[src/rtl/tc_to_signmag_serial_pkg.sv]
// tc_to_signmag_serial_pkg: state encoding and width constants shared with the ALU datapath blocks
package tc_to_signmag_serial_pkg;
   localparam int WIDTH_DEF = 16;
   localparam int CNT_W = $clog2(WIDTH_DEF);
   typedef enum logic [1:0] {
      ST_IDLE  = 2'd0,
      ST_SHIFT = 2'd1,
      ST_DONE  = 2'd2
   } state_t;
endpackage

[src/rtl/tc_to_signmag_serial_if.sv]
// tc_to_signmag_serial_if: word-in / result-out valid-ready bundle for the serial decoder
interface tc_to_signmag_serial_if
   import tc_to_signmag_serial_pkg::*;
#(
   parameter int WIDTH = WIDTH_DEF
);
   logic             in_valid;
   logic             in_ready;
   logic [WIDTH-1:0] in_data;
   logic             in_cmp;
   logic             out_valid;
   logic             out_ready;
   logic             out_sign;
   logic [WIDTH-1:0] out_mag;
   logic             out_ovf;
   logic             busy;
   modport master (
      output in_valid, in_data, in_cmp, out_ready,
      input  in_ready, out_valid, out_sign, out_mag, out_ovf, busy
   );
   modport slave (
      input  in_valid, in_data, in_cmp, out_ready,
      output in_ready, out_valid, out_sign, out_mag, out_ovf, busy
   );
endinterface

[src/rtl/tc_serial_bit.sv]
// tc_serial_bit: copy-until-first-1-then-invert cell for LSB-first two's-complement negation
module tc_serial_bit (
   input  logic clk,
   input  logic rst_n,
   input  logic clr,
   input  logic en,
   input  logic neg,
   input  logic b,
   output logic o
);
   logic seen_one;
   always_ff @(posedge clk or negedge rst_n) begin
      if (!rst_n) seen_one <= 1'b0;
      else seen_one <= clr ? 1'b0 : (en ? (seen_one | b) : seen_one);
   end
   assign o = (neg & seen_one) ? ~b : b;
endmodule

[src/rtl/tc_to_signmag_serial.sv]
// tc_to_signmag_serial: bit-serial two's-complement to sign-magnitude decoder, LSB first, one word per transaction
module tc_to_signmag_serial
   import tc_to_signmag_serial_pkg::*;
#(
   parameter int WIDTH = WIDTH_DEF
) (
   input  logic                  clk,
   input  logic                  rst_n,
   tc_to_signmag_serial_if.slave bus
);
   localparam int CW = $clog2(WIDTH);
   localparam logic [WIDTH-1:0] MOST_NEG = {1'b1, {(WIDTH-1){1'b0}}};
   state_t           state, state_nx;
   logic [WIDTH-1:0] shreg, mag_sr;
   logic [CW-1:0]    cnt;
   logic             sign_q, ovf_q, accept, shift, last, done, o;
   assign shift  = state == ST_SHIFT;
   assign done   = state == ST_DONE;
   assign last   = shift & (cnt == CW'(WIDTH - 1));
   assign accept = bus.in_valid & (state == ST_IDLE);
   always_comb begin
      state_nx = state;
      state_nx = accept ? ST_SHIFT :
                 last ? ST_DONE :
                 (done & bus.out_ready) ? ST_IDLE : state;
   end
   always_ff @(posedge clk or negedge rst_n) begin
      if (!rst_n) begin
         state  <= ST_IDLE;
         shreg  <= '0;
         mag_sr <= '0;
         cnt    <= '0;
         sign_q <= 1'b0;
         ovf_q  <= 1'b0;
      end else begin
         state <= state_nx;
         if (accept) begin
            shreg  <= bus.in_data;
            mag_sr <= '0;
            cnt    <= '0;
            sign_q <= bus.in_cmp & bus.in_data[WIDTH-1];
            ovf_q  <= bus.in_cmp & (bus.in_data == MOST_NEG);
         end else if (shift) begin
            shreg  <= shreg >> 1;
            mag_sr <= {o, mag_sr[WIDTH-1:1]};
            cnt    <= cnt + CW'(1);
         end
      end
   end
   tc_serial_bit u_bit (
      .clk  (clk),
      .rst_n(rst_n),
      .clr  (accept),
      .en   (shift),
      .neg  (sign_q),
      .b    (shreg[0]),
      .o    (o)
   );
   // result fields are masked outside DONE so a partial magnitude is never visible
   assign bus.in_ready  = state == ST_IDLE;
   assign bus.out_valid = done;
   assign bus.out_sign  = done & sign_q;
   assign bus.out_ovf   = done & ovf_q;
   assign bus.out_mag   = done ? mag_sr : '0;
   assign bus.busy      = shift | done;
endmodule

[src/flat_wrapper.sv]
// flat-port wrapper written by rule: the top's interface ports become plain ports
module tc_to_signmag_serial_flat import tc_to_signmag_serial_pkg::*;
#(
   parameter int WIDTH = WIDTH_DEF
)
  (clk, rst_n, bus_in_valid, bus_in_data, bus_in_cmp, bus_out_ready, bus_in_ready, bus_out_valid, bus_out_sign, bus_out_mag, bus_out_ovf, bus_busy);
  tc_to_signmag_serial_if #(.WIDTH(WIDTH)) bus_i ();
  input  logic clk;
  input  logic rst_n;
  input wire logic [$bits(bus_i.in_valid)-1:0] bus_in_valid;
  input wire logic [$bits(bus_i.in_data)-1:0] bus_in_data;
  input wire logic [$bits(bus_i.in_cmp)-1:0] bus_in_cmp;
  input wire logic [$bits(bus_i.out_ready)-1:0] bus_out_ready;
  output wire logic [$bits(bus_i.in_ready)-1:0] bus_in_ready;
  output wire logic [$bits(bus_i.out_valid)-1:0] bus_out_valid;
  output wire logic [$bits(bus_i.out_sign)-1:0] bus_out_sign;
  output wire logic [$bits(bus_i.out_mag)-1:0] bus_out_mag;
  output wire logic [$bits(bus_i.out_ovf)-1:0] bus_out_ovf;
  output wire logic [$bits(bus_i.busy)-1:0] bus_busy;
  assign bus_i.in_valid = bus_in_valid;
  assign bus_i.in_data = bus_in_data;
  assign bus_i.in_cmp = bus_in_cmp;
  assign bus_i.out_ready = bus_out_ready;
  assign bus_in_ready = bus_i.in_ready;
  assign bus_out_valid = bus_i.out_valid;
  assign bus_out_sign = bus_i.out_sign;
  assign bus_out_mag = bus_i.out_mag;
  assign bus_out_ovf = bus_i.out_ovf;
  assign bus_busy = bus_i.busy;
  tc_to_signmag_serial #(.WIDTH(WIDTH)) u_core (.clk(clk), .rst_n(rst_n), .bus(bus_i));
endmodule
[config.mk]
export PLATFORM = sky130hd
export DESIGN_NAME = tc_to_signmag_serial_flat
export DESIGN_NICKNAME = d
export VERILOG_FILES = /design/src/rtl/tc_to_signmag_serial_pkg.sv /design/src/rtl/tc_to_signmag_serial_if.sv /design/src/rtl/tc_serial_bit.sv /design/src/rtl/tc_to_signmag_serial.sv /design/src/flat_wrapper.sv
export SDC_FILE = /design/constraint.sdc
export NUM_CORES = 1
export LEC_CHECK = 0
export ABC_AREA = 1
export CORE_MARGIN = 4
export CORE_UTILIZATION = 45
export CTS_CLUSTER_DIAMETER = 100
export DETAILED_ROUTE_END_ITERATION = 8
export PLACE_DENSITY = 0.81
export SLEW_MARGIN = 0
export SYNTH_ARGS = -nofsm -noshare
export SYNTH_HDL_FRONTEND = slang
export SYNTH_SLANG_ARGS = --single-unit
[constraint.sdc]
create_clock -name clk -period 1.2 [get_ports clk]
set_input_delay 0.12 -clock clk [delete_from_list [all_inputs] [get_ports clk]]
set_output_delay 0.12 -clock clk [all_outputs]
set_load 0.01 [all_outputs]
==> reports/results.ini <==
[run_status]
status = finished, violations left
violations = negative setup slack

[synthesis]
synth_edf_count = 0
ys_ff_latch = 41
synth_warnings = 0
yosysUniqueCellTypes = 20
syn_nets = 266
synth_area_per_cell_um2 = 8.11
yosysSeqAreaShare_pct = 52.5
synth-main-ff-cell = dfrtp_1
postSynthCellCount = 241
async_flop_share_pct = 100
syn_area_mm2 = 0.00196

[drt]
drtAntennaViolNets = 0
vias = 1798
wire_per_inst_um = 14.0
drt-initial-drc-count = 67
wirelength_mm = 5.03
dr.pass1.iters = 4
vias_per_cell = 4.99
drc = 0

[clocking]
cts_buffers = 5
cts.sinks = 41
htreeDepth = 2
cts_tree = built
clockBufferDepth = 2
clkLatencyLatePin_ns = 0.30
cts-root-buf = clkbuf_8
clkTransAtPathRegs_ns = 0.08

[grt]
grt_pass1_wl_mm = 8.31
gr-max-usage-layer = met2
grt.met1_usage_pct = 24.0
use_met3_pct = 4.51
gr-usage-met2_pct = 36.0
antenna_found_initial = 0
grt_pass1_vias = 1812
gr-usage-all-layers_pct = 20.4
overflow = 0
grt_start_max_net_pins = 42

[sta]
tightest_slew_ns = 0.248
slew_violations = 0
tns_ns = -13.00
max_freq_mhz = 674
fin_crit_ns = 1.48
rsz0062_at_grt = yes
worst_clock_skew_ns = 0.00442
setup_viol = 62
slew_headroom_pct = 83.4
hold_viol = 0
period_share_pct = 124
timing.final.ws_setup_ns = -0.285

[power_and_ir_drop]
cellPowerDensity_mw_per_mm2 = 2200
vdd_ir_drop_max_mv = 1.22
power_leakage_nw = 1.61

[final_layout]
finish.instance_area_mm2 = 0.00311
nNetsFinal = 334
fillers = 294
syn_to_final_growth_pct = 58.9
utilization_pct = 75.5
final_common_cell = nand2_1
antennaDiodeCount = 0
final_cell_mix = nand2_1, dfrtp_1, inv_1
stdcell_count = 360
drive_gt1_share_pct = 37.4

[critical_path]
cp_max_fo = 17
path_class = reg -> reg
cp-start-kind = register
rr_endpoint = u_core.shreg[10]$_DFFE_PN0P_
crit_required_ns = 1.38
r2r_slack_ns = -0.28
rr_worst_depth = 9
r2r_start = u_core.state[1]$_DFFE_PN0P_
cp.arrival_ns = 1.66
end_kind = register

[die]
ios = 42
dieArea_mm2 = 0.00546
num_rows = 23
die_h_um = 73.9
fp.dieW_um = 73.9
core_area_mm2 = 0.00412
start_util_pct = 47.5

[placement]
portBuffers = 41
dp_hpwl_mm = 2.88
place.gp.congestion = 0.799
placed_area_mm2 = 0.00253
dp.cells = 337

[flow_run]
maxCapViolCount = 0

[min_path]
hp-class = in -> async

[area by class of cell]
type                    count  area, µm²  area share (%)
multi-input cells         144        945            30.4
inverters                  46        199            6.40
repair buffers             68        732            23.6
well taps                  50       62.6            2.01
clock inverters             3       46.3            1.49
clock buffers               5       68.8            2.21
repair inverters            3       28.8           0.926
flip-flops and latches     41       1030            33.0
[worst max-delay path, cell delays in order, from the launching register on]
cell and delay, ns:
dfrtp_1 0.42, buf_6 0.14, inv_6 0.06, ha_4 0.16
nand2_8 0.08, buf_12 0.14, nand2_8 0.09, inv_8 0.06
nand2_1 0.09, o211ai_1 0.10
[cell usage after synthesis, drive strengths merged, types with 2 or more instances]
library cell,number,area (µm²)
nor2,10,37.5
dfrtp,41,1030
o211ai,5,37.5
o22ai,13,81.3
nand2,85,337
nand4,2,12.5
inv,46,173
o21ai,6,30.0
a21oi,2,10.0
nand3,14,70.1
buf,10,67.6
ha,4,50.1
[layer usage]
layer | vias to the layer above | share of wire [%]
li1 | 882 | -
met1 | 850 | 41
met2 | 59 | 51
met3 | 7 | 6.4
met4 | 0 | 1.5
met5 | - | 0
[stage by stage]
stage	worst slack, ns	total power, W	hold slack (ns)
2_1_floorplan	-0.0662	0.00361	-0.176
3_3_place_gp	-0.309	0.00412	0.111
3_5_place_dp	-0.373	0.00422	0.106
4_1_cts	-0.307	0.00638	0.324
5_1_grt	-0.320	0.00727	0.345
6_report	-0.285	0.00684	0.316
[registers in the layout, indices dropped and copies added (netlist names)]
signal / count
u_core.cnt: 4
u_core.mag_sr: 16
u_core.ovf_q: 1
u_core.shreg: 16
u_core.sign_q: 1
u_core.state: 2
u_core.u_bit.seen_one: 1
[power by group]
part | internal [W] | switching, W
registers | 0.00189 | 0.000392
logic | 0.00167 | 0.00175
clock network | 0.000622 | 0.000510
total | 0.00418 | 0.00266
[kinds of logic (layout without fill, tap and decap cells)]
| group | after synthesis | count (layout) | share of synthesized area (%) |
|---|---|---|---|
| AO/OA/AOI/OAI | 28 | 28 | 8.89 |
| XOR/XNOR | 1 | 1 | 0.448 |
| adder cells (fa/ha/maj) | 4 | 4 | 2.56 |
| buffers and inverters | 56 | 125 | 12.3 |
| flip-flops | 41 | 41 | 52.5 |
| AND/OR/NAND/NOR | 111 | 111 | 23.4 |
[how the worst max path moves through the flow]
stage                                start                           end  slack, ns  cells after the start
6_report       u_core.state[1]$_DFFE_PN0P_  u_core.shreg[10]$_DFFE_PN0P_      -0.28                      9
5_1_grt        u_core.state[0]$_DFFE_PN0P_               bus_out_mag[10]      -0.32                      6
4_1_cts        u_core.state[0]$_DFFE_PN0P_               bus_out_mag[13]      -0.31                      7
3_5_place_dp   u_core.state[0]$_DFFE_PN0P_               bus_out_mag[15]      -0.37                      6
3_3_place_gp   u_core.state[0]$_DFFE_PN0P_               bus_out_mag[15]      -0.31                      6
2_1_floorplan  u_core.state[0]$_DFFE_PN0P_  u_core.shreg[15]$_DFFE_PN0P_      -0.07                      7
[repair_timing]
item / 4_1_cts / 5_1_grt
setup endpoints to repair: 62 / 62
cloned: 6 / 0
hold buffers: 1 / 0
pin swaps: 2 / 9
setup buffers: 8 / 2
hold endpoints to repair: 41 / 0
resized for setup: 127 / 54
Note: power is estimated with default switching activity, not from simulation.
